## config.mk

```make
export PLATFORM = sky130hd
export DESIGN_NAME = multicycle_sequencer
export DESIGN_NICKNAME = d
export VERILOG_FILES = /design/src/rtl/multicycle_sequencer.sv
export SDC_FILE = /design/constraint.sdc
export NUM_CORES = 1
export LEC_CHECK = 0
export BUFFER_PORTS_ARGS = -buffer_cell sky130_fd_sc_hd__buf_2
export CAP_MARGIN = 25
export CORE_ASPECT_RATIO = 1.1
export CORE_MARGIN = 3
export CORE_UTILIZATION = 46
export DETAILED_ROUTE_END_ITERATION = 6
export PLACE_DENSITY = 0.74
export SYNTH_ARGS = -nofsm -noshare
export SYNTH_HDL_FRONTEND = slang
export SYNTH_SLANG_ARGS = --single-unit
```

## constraint.sdc

```tcl
create_clock -name CLK -period 2.05 [get_ports CLK]
set_input_delay 0.41 -clock CLK [delete_from_list [all_inputs] [get_ports CLK]]
set_output_delay 0.41 -clock CLK [all_outputs]
set_load 0.02 [all_outputs]
```

## src/rtl/multicycle_sequencer.sv

```systemverilog
// Multicycle instruction sequencer: walks each instruction through its own
// IF/ID/EX/MEM/WB stage path, publishes the microcode (class, stage) index,
// flags retirement and counts retired instructions. Stops in HALT on an
// unsupported encoding until reset.
module multicycle_sequencer #(
    parameter int CNT_WIDTH = 32
) (
    input  logic                 CLK,
    input  logic                 RSTn,
    input  logic [31:0]          instr,
    input  logic                 imem_ready,
    input  logic                 dmem_ready,
    output logic [4:0]           inst,
    output logic [2:0]           stage,
    output logic                 retire,
    output logic                 halt,
    output logic [CNT_WIDTH-1:0] retired_count
);

    // Microcode classes that steer the stage path
    localparam logic [4:0] C_LW      = 5'd20;
    localparam logic [4:0] C_SW      = 5'd21;
    localparam logic [4:0] C_BR_A    = 5'd24;
    localparam logic [4:0] C_BR_B    = 5'd25;
    localparam logic [4:0] C_LUI     = 5'd26;
    localparam logic [4:0] C_AUIPC   = 5'd27;
    localparam logic [4:0] C_ILLEGAL = 5'd28;

    // Encodings 0..4 double as the visible stage index; HALT shows stage 0.
    typedef enum logic [2:0] {
        S_IF   = 3'd0,
        S_ID   = 3'd1,
        S_EX   = 3'd2,
        S_MEM  = 3'd3,
        S_WB   = 3'd4,
        S_HALT = 3'd5
    } state_e;

    state_e               state_q, state_d;
    logic [4:0]           cls_q, cls_d;
    logic [CNT_WIDTH-1:0] cnt_q;
    logic [4:0]           dec_cls;

    logic [6:0] opcode;
    logic [2:0] funct3;
    logic       alt;
    logic       unused_instr_bits;

    assign opcode = instr[6:0];
    assign funct3 = instr[14:12];
    assign alt    = instr[30];
    // Only opcode, funct3 and bit 30 select the class.
    assign unused_instr_bits = ^{instr[31], instr[29:15], instr[11:7]};

    // Combinational class decode of the fetched word
    always_comb begin
        dec_cls = C_ILLEGAL;
        case (opcode)
            7'b0110011: begin
                case (funct3)
                    3'b000:  dec_cls = alt ? 5'd1 : 5'd0;
                    3'b010:  dec_cls = 5'd2;
                    3'b011:  dec_cls = 5'd3;
                    3'b100:  dec_cls = 5'd4;
                    3'b110:  dec_cls = 5'd5;
                    3'b111:  dec_cls = 5'd6;
                    3'b001:  dec_cls = 5'd7;
                    default: dec_cls = alt ? 5'd9 : 5'd8;
                endcase
            end
            7'b0010011: begin
                case (funct3)
                    3'b000:  dec_cls = 5'd10;
                    3'b010:  dec_cls = 5'd12;
                    3'b011:  dec_cls = 5'd13;
                    3'b100:  dec_cls = 5'd14;
                    3'b110:  dec_cls = 5'd15;
                    3'b111:  dec_cls = 5'd16;
                    // A shift-left with bit 30 set has no defined meaning.
                    3'b001:  dec_cls = alt ? C_ILLEGAL : 5'd17;
                    default: dec_cls = alt ? 5'd19 : 5'd18;
                endcase
            end
            7'b0000011: dec_cls = (funct3 == 3'b010) ? C_LW : C_ILLEGAL;
            7'b0100011: dec_cls = (funct3 == 3'b010) ? C_SW : C_ILLEGAL;
            7'b1100111: dec_cls = 5'd22;
            7'b1101111: dec_cls = 5'd23;
            7'b1100011: begin
                case (funct3)
                    3'b000, 3'b001, 3'b100, 3'b101: dec_cls = C_BR_A;
                    3'b110, 3'b111:                 dec_cls = C_BR_B;
                    default:                        dec_cls = C_ILLEGAL;
                endcase
            end
            7'b0110111: dec_cls = C_LUI;
            7'b0010111: dec_cls = C_AUIPC;
            default:    dec_cls = C_ILLEGAL;
        endcase
    end

    // Next-state and output logic for the stage walker
    always_comb begin
        state_d = state_q;
        cls_d   = cls_q;
        inst    = cls_q;
        stage   = 3'd0;
        retire  = 1'b0;
        halt    = 1'b0;
        case (state_q)
            S_IF: begin
                // Class follows instr live until the fetch completes.
                inst = dec_cls;
                if (imem_ready) begin
                    cls_d = dec_cls;
                    case (dec_cls)
                        C_ILLEGAL: state_d = S_HALT;
                        C_LUI:     state_d = S_WB;
                        C_AUIPC:   state_d = S_EX;
                        default:   state_d = S_ID;
                    endcase
                end
            end
            S_ID: begin
                stage   = 3'd1;
                state_d = S_EX;
            end
            S_EX: begin
                stage = 3'd2;
                if (cls_q == C_LW || cls_q == C_SW) begin
                    state_d = S_MEM;
                end else if (cls_q == C_BR_A || cls_q == C_BR_B) begin
                    state_d = S_IF;
                    retire  = 1'b1;
                end else begin
                    state_d = S_WB;
                end
            end
            S_MEM: begin
                stage = 3'd3;
                if (dmem_ready) begin
                    if (cls_q == C_SW) begin
                        state_d = S_IF;
                        retire  = 1'b1;
                    end else begin
                        state_d = S_WB;
                    end
                end
            end
            S_WB: begin
                stage   = 3'd4;
                state_d = S_IF;
                retire  = 1'b1;
            end
            S_HALT: begin
                inst = C_ILLEGAL;
                halt = 1'b1;
            end
            default: begin
                // Unused encodings fall back to fetch on the next edge.
                state_d = S_IF;
            end
        endcase
    end

    // Stage/class registers with asynchronous active-low reset
    always_ff @(posedge CLK or negedge RSTn) begin
        if (!RSTn) begin
            state_q <= S_IF;
            cls_q   <= 5'd0;
        end else begin
            state_q <= state_d;
            cls_q   <= cls_d;
        end
    end

    // Retired-instruction counter, wraps naturally at its width
    always_ff @(posedge CLK or negedge RSTn) begin
        if (!RSTn) begin
            cnt_q <= '0;
        end else if (retire) begin
            cnt_q <= cnt_q + CNT_WIDTH'(1);
        end
    end

    assign retired_count = cnt_q;

endmodule

```

# Word level (Yosys, flattened, before mapping)
# Index checks and enable logic that the tools add are counted.
totals:
  ff_bits: 40
  inputBits: 36
  out_inout_bits: 42
  word_cells: 68
classes:
  addsub: 1
  n_eq_ne: 30
  n_mux: 25
  bitwise: 1
  n_reduce_logical: 8
op_table:
  columns: ["cell", "n"]
  rows:
  - ["5-bit case mux with 9 select lines", 1]
  - ["5-bit equality test (second input constant)", 7]
  - ["5-bit case mux with 7 select lines", 1]
  - ["32-bit by 1-bit adder with 32-bit output (second input constant)", 1]
  - ["4-bit case mux with 7 select lines", 1]
  - ["7-bit by 6-bit equality test with 1-bit output (second input constant)", 3]
  - ["7-bit equality test (second input constant)", 3]
  - ["3-bit equality test (second input constant)", 6]
  - ["3-bit two-way mux", 5]
  - ["3-bit case mux with 5 select lines", 1]
  - ["7-bit by 5-bit equality test with 1-bit output (second input constant)", 2]
  - ["3-bit by 2-bit equality test with 1-bit output (second input constant)", 4]
  - ["4-bit two-way mux", 3]
  - ["3-bit case mux with 4 select lines", 1]
  - ["5-bit case mux with 2 select lines", 1]
  - ["3-bit case mux with 3 select lines", 1]
  - ["1-bit two-way mux", 8]
  - ["7-bit by 2-bit equality test with 1-bit output (second input constant)", 1]
  - ["3-bit by 1-bit equality test with 1-bit output (second input constant)", 2]
  - ["3-bit logical NOT", 2]
  - ["3-bit case mux with 2 select lines", 1]
  - ["2-bit != test (second input constant)", 2]
  - ["4-bit OR reduction", 1]
  - ["1-bit case mux with 3 select lines", 1]
  - ["5 further kinds", 6]

# Depth between registers and ports, before layout
# Gate-level depths: netlist of run 1.
logic_depth:
  depth_word: 8
  depth_mapped: 9
  mapped_depth_nobuf: 7

# Worst setup path before layout of run 1
# OpenSTA, ideal clock, no wires.
synth_path:
  kind: "in2out"
  from: "in instr[3]"
  to: "out inst[0]"
  arrival_ns: 1.758
  required_time_ns: 1.640
  setup_slack_ns: -0.118
  path_stages: 6
  n_path_buf: 0
  cell_sequence: "or3b_1 nand2b_1 a21oi_1 a311oi_1 o31a_1 o22ai_1"
synth_via:
  elab_chain_len: 3
  word_cells_on_any_way: 11
  classes_between: "eq/ne (9); mux (2)"
synth_rtl:
  columns: ["item", "line_no", "source"]
  rows:
  - ["start, declared", "10", "input logic [31:0] instr,"]
  - ["7-bit by 5-bit equality test with 1-bit output (tied with other cells)", "58", "case (opcode)"]
  - ["5-bit case mux with 9 select lines *", "58", null]
  - ["5-bit case mux with 2 select lines *", "109", "case (state_q)"]
  - ["end, declared", "13", "output logic [4:0] inst,"]
# Mark *: on every way between the ends. The rest lies on a longest branch, timed or not.

# Worst setup path after layout of run 1
# Ends and elaborated chain as after synthesis.

==> impl_metrics.py, run 1 <==
metrics = {
    "synthesis": {
        "syn-cell-area_mm2": 0.002375,
        "synth-main-ff-cell": "dfrtp_1",
        "ys_ff_latch": 40,
        "synth_nets": 294,
        "netlist_top_cells_area": "dfrtp_1 42%, xnor2_1 8.1%, xor2_1 4.1%",
        "ys_seq_area_share_pct": 42.15,
        "avgSynthCellArea_um2": 9.240,
        "synth_top_cell_by_area": "dfrtp_1",
        "yosys.area.top_type_share_pct": 42.15,
        "synth_edf_count": 0,
        "ys_types": 54,
        "async_reset_ff_share_pct": 100.0,
        "yosys_warnings": 0,
        "syn-instance-count": 257,
    },
    "floorplanning": {
        "fp-row-count": 26,
        "die_w_um": 74.51,
        "core_mm2": 0.004815,
        "die_h_um": 81.36,
        "initial_core_util_pct": 49.32,
        "ios": 78,
        "die_area_mm2": 0.006062,
    },
    "drt": {
        "wl_met1_um": 2512,
        "first_pass_iters": 4,
        "ant_nets": 0,
        "vias": 2329,
        "wl_per_cell_um": 14.29,
        "top_layer": "met4",
        "via_per_inst": 5.519,
        "routed_wl_um": 6032,
        "wl_met2_um": 3196,
        "routed-wl-met3_um": 238,
        "drc": 0,
        "drt_iter0_drc": 81,
    },
    "setup_path": {
        "crit_path_end_kind": "primary output",
        "worstPathMaxFanout": 4,
        "worstReg2RegStart": "state_q[0]",
        "reg2reg_depth": 6,
        "cp-start-kind": "input pin",
        "required_ns": 1.64,
        "arrival_ns": 1.90,
        "crit_path_start": "instr[3]",
        "path_class": "in2out",
        "reg2reg_to": "retired_count[31]",
        "r2r_slack_ns": 0.09,
    },
    "final_layout": {
        "multi_input_area_mm2": 0.001413,
        "syn_to_final_growth_pct": 44.15,
        "stdcell_area_mm2": 0.003423,
        "seqCellArea_mm2": 0.001001,
        "fill_cells": 367,
        "layout-drive-gt1-share_pct": 42.62,
        "final_cells": 422,
        "diodes": 0,
        "layout.nets": 403,
    },
    "timing": {
        "whs_ns": 0.05765,
        "skew_ns": 0.004721,
        "setup-violations-final": 6,
        "tns_ns": -0.9552,
        "rsz0062_at_grt": "true",
        "setup_slack_ns": -0.2583,
        "slew_headroom_pct": 68.44,
        "finalCritPeriodShare_pct": 112.6,
        "max_freq_ghz": 0.4332,
        "hold_viol_final": 0,
        "maxSlewViolCount": 0,
        "worst_pin_slew_ns": 0.4733,
        "layout_min_cycle_time_ns": 2.308,
    },
    "power_and_ir_drop": {
        "p_per_area_mw_per_mm2": 921.0,
        "leakage_nw": 1.697,
        "irDropWorstVdd_mv": 0.4810,
    },
    "grt": {
        "overflow": 0,
        "grt_usage_pct": 20.14,
        "antenna_found_initial": 0,
        "grt_max_degree": 22,
        "grt_pass1_vias": 2217,
        "grt_pass1_wl_um": 9625,
    },
    "run_status": {
        "status": "finished with violations",
        "violations": "setup timing",
    },
    "worst_hold_path": {
        "holdCritPathClass": "in2async",
    },
    "clocking": {
        "clkSlewWorstSetupHoldPaths_ns": 0.08,
        "clk_latency_ns": 0.30,
        "cts.path.max_buffers": 2,
        "cts_max_level": 2,
        "cts_root_buf": "clkbuf_8",
        "cts_buffers": 5,
        "tritoncts": "done",
        "cts.sink_count": 40,
    },
    "placement": {
        "post-dp-hpwl_um": 4168,
        "place_inst": 393,
        "dp_slack_ns": -0.3174,
        "gp_congestion": 0.8707,
        "portBuffers": 56,
        "place_area_mm2": 0.002963,
    },
    "flow_run": {
        "drv_cap": 0,
    },
}
## cell usage after synthesis (5+ instances only)
cell      number
nand2b_1       5
dfrtp_1       40
nand3b_1       5
nor2_1        17
nand2_1       23
buf_2          8
a21oi_1       10
o21ai_0        9
xor2_1        11
nand3_1       15
nand4_1        6
xnor2_1       22
inv_1         11
nor3_1         5
and3_1         9
a31oi_1        7
## logic make-up after synthesis
family          Yosys count  synth area share (%)
compound gates           49                 14.02
xor+xnor                 33                 12.17
fa+ha+maj                 1                0.5268
buf+inv                  24                 4.531
flops                    40                 42.15
mux                       2                0.8957
simple gates            108                 25.71
## worst max-delay path, cell delays in order
cell and delay (ns):
buf_6 0.10, or3b_4 0.42, nand2b_1 0.18, a21oi_2 0.18, a311oi_2 0.09, o31a_1 0.28, o22ai_2 0.11, buf_6 0.14
## cells in the final DEF, fill, tap and decap left out, types with 8 or more instances in the layout
| cell type | synthesis | routed |
|---|---|---|
| buf_4 | 0 | 59 |
| buf_2 | 8 | 43 |
| dfrtp_1 | 40 | 40 |
| nand2_1 | 23 | 23 |
| xnor2_1 | 22 | 22 |
| nor2_1 | 17 | 15 |
| nand3_1 | 15 | 14 |
| xor2_1 | 11 | 11 |
| inv_1 | 11 | 10 |
| and3_1 | 9 | 9 |
| buf_6 | 1 | 9 |
| o21ai_0 | 9 | 8 |
## metrics by stage
step,power [mW],utilization (%)
after floorplan,1.848,-
after global placement,2.332,61.54
after detailed placement,2.367,61.54
after CTS,2.978,67.44
after global routing,3.344,71.10
final,3.153,71.10
## registers in the layout, summed over array words and instances, names as in the netlist
register,flops
cls_q,5
retired_count,32
state_q,3
## what timing repair did
item,4_1_cts,5_1_grt
endpoints found under the setup margin,6,11
pin swaps,12,15
hold buffers,0,0
endpoints found under the hold margin,0,0
gates resized for setup,25,27
setup buffers,14,9
## report_power, final
group	internal, mW	switching [mW]
clock network	0.230	0.280
logic	0.775	0.861
registers	0.906	0.0999
total	1.91	1.24
## worst max-delay path by stage
stage,endpoint,depth (start not counted)
after floorplan,inst[3],6
after global placement,inst[0],9
after detailed placement,inst[0],8
after CTS,inst[0],9
after global routing,inst[0],9
final,inst[0],8
## metal layers
layer  vias to the layer above  track usage, %
li1                       1131               -
met1                      1137           23.07
met2                        53           36.99
met3                         8           3.713
met4                         0           6.762
met5                         -               0
## cell type report
type	count	share of cell area, %
clock buffer	5	2.010
clock inverter	2	0.3655
inverter	11	1.206
multi-input combinational	193	41.26
sequential	40	29.24
tap	56	2.047
timing repair buffer	115	23.87
No activity file was read; power rests on OpenSTA's default activity.
==> run 2: changes to the inputs <==
--- a/config.mk
+++ b/config.mk
@@ -15,3 +15,4 @@
 export SYNTH_ARGS = -nofsm -noshare
 export SYNTH_HDL_FRONTEND = slang
 export SYNTH_SLANG_ARGS = --single-unit
+export TNS_END_PERCENT = 30
==> run 2 against run 1 <==
Compared with the run above:
- the run still ends with setup timing left
- clock skew rose by 0.0048 ns
- highest routed layer unchanged
- first-iteration DRC count fell by 32%
- routed wire length fell by 3.4%
- flip-flop and latch count did not move
==> impl_metrics.py, run 2 (synthesis results as in run 1) <==
metrics = {
    "run_status": {
        "status": "finished with violations",
        "violations": "setup timing",
    },
    "timing": {
        "skew_ns": 0.009474,
        "tns_ns": -0.8239,
        "worst_pin_slew_ns": 0.4974,
        "whs_ns": 0.06699,
        "max_freq_ghz": 0.4392,
        "layout_min_cycle_time_ns": 2.277,
        "rsz0062_at_grt": "true",
        "setup_slack_ns": -0.2270,
        "setup-violations-final": 6,
        "slew_headroom_pct": 66.84,
        "hold_viol_final": 0,
        "maxSlewViolCount": 0,
        "finalCritPeriodShare_pct": 111.1,
    },
    "floorplanning": {
        "fp-row-count": 26,
        "initial_core_util_pct": 49.32,
        "die_h_um": 81.36,
        "die_area_mm2": 0.006062,
        "die_w_um": 74.51,
        "core_mm2": 0.004815,
        "ios": 78,
    },
    "power_and_ir_drop": {
        "internal_power_mw": 1.913,
        "clockPowerShare_pct": 20.3,
        "pwr-share-seq_pct": 32.9,
        "power.switching_mw": 1.180,
        "leakage_nw": 1.622,
        "p_sw_share_pct": 38.15,
        "irDropWorstVdd_mv": 0.4262,
        "pwr-share-comb_pct": 46.8,
        "p_per_area_mw_per_mm2": 932.2,
    },
    "setup_path": {
        "worstPathMaxFanout": 3,
        "crit_path_end_kind": "primary output",
        "path_class": "in2out",
        "r2r_slack_ns": 0.12,
        "required_ns": 1.64,
        "reg2reg_to": "retired_count[31]",
        "cp-start-kind": "input pin",
        "reg2reg_depth": 6,
        "arrival_ns": 1.87,
        "worstReg2RegStart": "retired_count[3]",
    },
    "drt": {
        "via_per_inst": 5.534,
        "vias": 2247,
        "drt_iter0_drc": 55,
        "routed_wl_um": 5824,
        "first_pass_iters": 4,
        "ant_nets": 0,
        "drc": 0,
        "wl_per_cell_um": 14.34,
    },
    "grt": {
        "antenna_found_initial": 0,
        "grt_pass1_wl_um": 9273,
        "grt_pass1_vias": 2080,
        "grt_usage_pct": 19.45,
        "overflow": 0,
        "grt_max_degree": 22,
    },
    "final_layout": {
        "syn_to_final_growth_pct": 39.73,
        "largest_reg_flops": 32,
        "layout.nets": 386,
        "fill_cells": 376,
        "final_common_cell": "buf_2",
        "diodes": 0,
        "layout-drive-gt1-share_pct": 40.29,
        "mostFrequentLayoutCells": "47 x buf_2, 42 x buf_4, 39 x dfrtp_1",
    },
    "clocking": {
        "tritoncts": "done",
        "cts_hold_buf": 0,
        "cts.path.max_buffers": 2,
        "clk_latency_ns": 0.30,
        "cts_max_level": 2,
        "cts_buffers": 5,
        "cts_root_buf": "clkbuf_8",
        "cts.sink_count": 40,
        "clkSlewWorstSetupHoldPaths_ns": 0.08,
    },
    "placement": {
        "gp_congestion": 0.8335,
        "portBuffers": 56,
        "post-dp-hpwl_um": 4102,
    },
    "flow_run": {
        "drv_cap": 0,
    },
    "worst_hold_path": {
        "holdCritPathClass": "in2async",
    },
}
[run 2: layout make-up]
class	count	area, um2	area share (%)
inverter	11	41.29	1.244
multi-input combinational	193	1433	43.17
clock inverter	2	35.03	1.056
timing repair buffer	98	664.4	20.02
tap	56	70.07	2.112
clock buffer	6	72.57	2.187
sequential	40	1002	30.20
[run 2: timing repair]
item	in CTS	in global routing
pin swaps	5	16
buffers inserted	1	3
gates resized for setup	16	33
endpoints found under the setup margin	6	18
cloned	0	0
[run 2: power groups by stage]
stage,Sequential [mW],Combinational [mW],Clock (mW)
global route,1.03,1.58,0.673
finish,1.02,1.45,0.629
global placement,1.03,1.26,0
detailed placement,1.03,1.28,0
floorplan,1.08,0.756,0
CTS,1.01,1.32,0.637
[run 2: worst max-delay path, stage by stage]
cell and delay (ns):
buf_8 0.10, or3b_4 0.39, nand2b_1 0.17, a21oi_2 0.19, a311oi_2 0.09, o31a_1 0.27, o22ai_2 0.10, buf_6 0.14
[run 2: stage by stage]
stage / total power [mW] / worst slack [ns] / util (%) / cell area (um2) / cells
2_1_floorplan: 1.838 / -0.03702 / - / 2381 / 257
3_5_place_dp: 2.310 / -0.2951 / 61.54 / 2963 / 394
5_1_grt: 3.288 / -0.2835 / 68.92 / 3318 / 406
3_3_place_gp: 2.286 / -0.2691 / 61.54 / 2963 / 394
6_report: 3.093 / -0.2270 / 68.92 / 3318 / 406
4_1_cts: 2.966 / -0.2418 / 65.46 / 3152 / 403
[run 2: how the worst max path moves through the flow]
stage,cells past startpoint,slack [ns],endpoint,start
3_3_place_gp,9,-0.27,inst[1],instr[14]
6_report,8,-0.23,inst[0],instr[3]
2_1_floorplan,6,-0.04,inst[1],instr[3]
3_5_place_dp,8,-0.30,state_q[2],instr[14]
5_1_grt,8,-0.28,inst[0],instr[3]
4_1_cts,9,-0.24,inst[0],instr[2]
[run 2: layer usage]
layer	up-vias	global-route usage (%)	routed length, um
li1	1095	-	-
met2	62	35.06	3037
met4	0	5.872	110
met5	-	0	0
met3	13	3.218	260
met1	1077	23.37	2417
==> run 3: changes to the inputs <==
--- a/config.mk
+++ b/config.mk
@@ -9,9 +9,9 @@
 export CAP_MARGIN = 25
 export CORE_ASPECT_RATIO = 1.1
 export CORE_MARGIN = 3
-export CORE_UTILIZATION = 46
+export CORE_UTILIZATION = 51
 export DETAILED_ROUTE_END_ITERATION = 6
-export PLACE_DENSITY = 0.74
+export PLACE_DENSITY = 0.77
 export SYNTH_ARGS = -nofsm -noshare
 export SYNTH_HDL_FRONTEND = slang
 export SYNTH_SLANG_ARGS = --single-unit
==> constraint.sdc (replaced) <==
create_clock -name CLK -period 2.4 [get_ports CLK]
set_input_delay 0.48 -clock CLK [delete_from_list [all_inputs] [get_ports CLK]]
set_output_delay 0.48 -clock CLK [all_outputs]
set_load 0.02 [all_outputs]
==> run 3 against run 2 <==
Compared with the run above:
- the run still ends with setup timing left
- count of clock-buffer cells in the layout unchanged
- register-to-register slack improved by 0.18 ns
- die area decreased by 9.1%
- non-clock buffer count decreased by 19
- largest cell class unchanged
- hold slack improved by 0.23 ns
- sequential share of layout area increased by 3.2 points
- combinational power decreased by 34%
==> impl_metrics.py, run 3 (synthesis results as in run 1) <==
metrics = {
    "final_layout": {
        "syn_to_final_growth_pct": 26.50,
        "final_cells": 384,
        "mostFrequentLayoutCells": "52 x buf_2, 39 x dfrtp_1, 24 x buf_4",
        "layout.nets": 367,
        "largest_reg_flops": 32,
        "diodes": 0,
        "final_common_cell": "buf_2",
        "layout-drive-gt1-share_pct": 32.73,
    },
    "floorplanning": {
        "die_h_um": 77.57,
        "fp-row-count": 25,
        "die_w_um": 71.06,
        "die_area_mm2": 0.005512,
        "ios": 78,
        "core_mm2": 0.004379,
        "initial_core_util_pct": 54.23,
    },
    "power_and_ir_drop": {
        "p_per_area_mw_per_mm2": 772.4,
        "leakage_nw": 1.466,
        "irDropWorstVdd_mv": 0.3405,
        "power_mw": 2.320,
    },
    "run_status": {
        "violations": "setup timing",
        "status": "finished with violations",
    },
    "drt": {
        "first_pass_iters": 4,
        "wl_per_cell_um": 14.26,
        "drc": 0,
        "ant_nets": 0,
        "drt_iter0_drc": 143,
        "vias": 2184,
        "via_per_inst": 5.688,
        "routed_wl_um": 5475,
    },
    "clocking": {
        "cts_buffers": 5,
        "cts.path.max_buffers": 2,
        "clkSlewWorstSetupHoldPaths_ns": 0.07,
        "tritoncts": "done",
        "cts_max_level": 2,
        "clk_latency_ns": 0.29,
        "cts_setup_buffers": 0,
        "cts_hold_buf": 0,
        "cts_root_buf": "clkbuf_8",
        "cts.sink_count": 40,
    },
    "setup_path": {
        "required_ns": 1.92,
        "cp-start-kind": "input pin",
        "r2r_slack_ns": 0.30,
        "path_class": "in2out",
        "max_stage_delay_ns": 0.43,
        "arrival_ns": 1.96,
        "crit_slowest_cell": "or3b_1",
        "worst_path_most_repeated_cell": "buf_6",
        "crit_path_end_kind": "primary output",
        "crit_chain": "buf_6, or3b_1, nand2b_1, a21oi_2, a311oi_2, o31a_1, o22ai_2, buf_6",
        "worstPathMaxFanout": 4,
    },
    "grt": {
        "grt_max_degree": 41,
        "grt_pass1_vias": 2005,
        "grt_usage_pct": 20.33,
        "antenna_found_initial": 0,
        "grt_pass1_wl_um": 9080,
        "overflow": 0,
    },
    "placement": {
        "gp_congestion": 0.8565,
        "dp_slack_ns": -0.1194,
        "place_inst": 377,
        "portBuffers": 56,
        "post-dp-hpwl_um": 3962,
    },
    "timing": {
        "maxSlewViolCount": 0,
        "slew_headroom_pct": 41.85,
        "max_freq_ghz": 0.4096,
        "rsz0062_at_grt": "true",
        "worst_pin_slew_ns": 0.8722,
        "layout_min_cycle_time_ns": 2.441,
        "finalCritPeriodShare_pct": 101.7,
        "skew_ns": 0.002632,
        "tns_ns": -0.06507,
        "hold_viol_final": 0,
        "setup_slack_ns": -0.04135,
        "setup-violations-final": 2,
    },
    "worst_hold_path": {
        "holdCritPathClass": "in2async",
    },
    "flow_run": {
        "drv_cap": 0,
    },
}
-- run 3: cell count changes in the layout (fill, tap and decap cells not counted), sizes merged --
cell / delta
buf: -19
bufinv: -1
-- run 3: layout make-up --
class | count | area, um2
inverters | 11 | 41.29
clock buffers | 6 | 72.57
fillers | 364 | 1375
flip-flops and latches | 40 | 1002
repair buffers | 79 | 474.2
well taps | 54 | 67.56
clock inverters | 1 | 5.005
multi-input cells | 193 | 1341
-- run 3: critical path, delay by kind of cell --
family / cells / cell delay, ns
AO/OA/AOI/OAI: 4 / 0.64
buffers and inverters: 2 / 0.24
AND/OR/NAND/NOR: 2 / 0.61
-- run 3: per-stage QoR --
step / hold slack [ns] / instance area (um2) / util [%]
2_1_floorplan: 0.1844 / 2375 / -
3_3_place_gp: 0.4558 / 2829 / 64.60
3_5_place_dp: 0.4592 / 2829 / 64.60
4_1_cts: 0.3361 / 2919 / 66.66
5_1_grt: 0.3715 / 3004 / 68.60
6_report: 0.2966 / 3004 / 68.60
-- run 3: final timing paths --
path                                    from                 to  depth (start not counted)
min reg2reg                retired_count[31]  retired_count[31]                          1
max in group asynchronous               RSTn         state_q[0]                          1
min in group CLK           retired_count[31]  retired_count[31]                          1
max reg2reg                         cls_q[3]  retired_count[29]                          6
min                                     RSTn  retired_count[20]                          1
max                                 instr[3]            inst[0]                          8
-- run 3: power breakdown --
group	internal, mW	total (mW)	switching, mW
clock network	0.198	0.424	0.226
logic	0.406	0.955	0.549
registers	0.775	0.941	0.167
-- run 3: per-layer routing --
layer / part of all wire (%) / global-route usage [%] / vias up
li1: - / - / 1059
met1: 42 / 24.83 / 1052
met2: 51 / 35.53 / 66
met3: 5.6 / 3.756 / 7
met4: 1.4 / 7.143 / 0
met5: 0 / 0 / -
-- run 3: repair_timing --
item	4_1_cts	5_1_grt
gates resized for setup	3	19
pin swaps	3	4
endpoints found under the setup margin	4	6
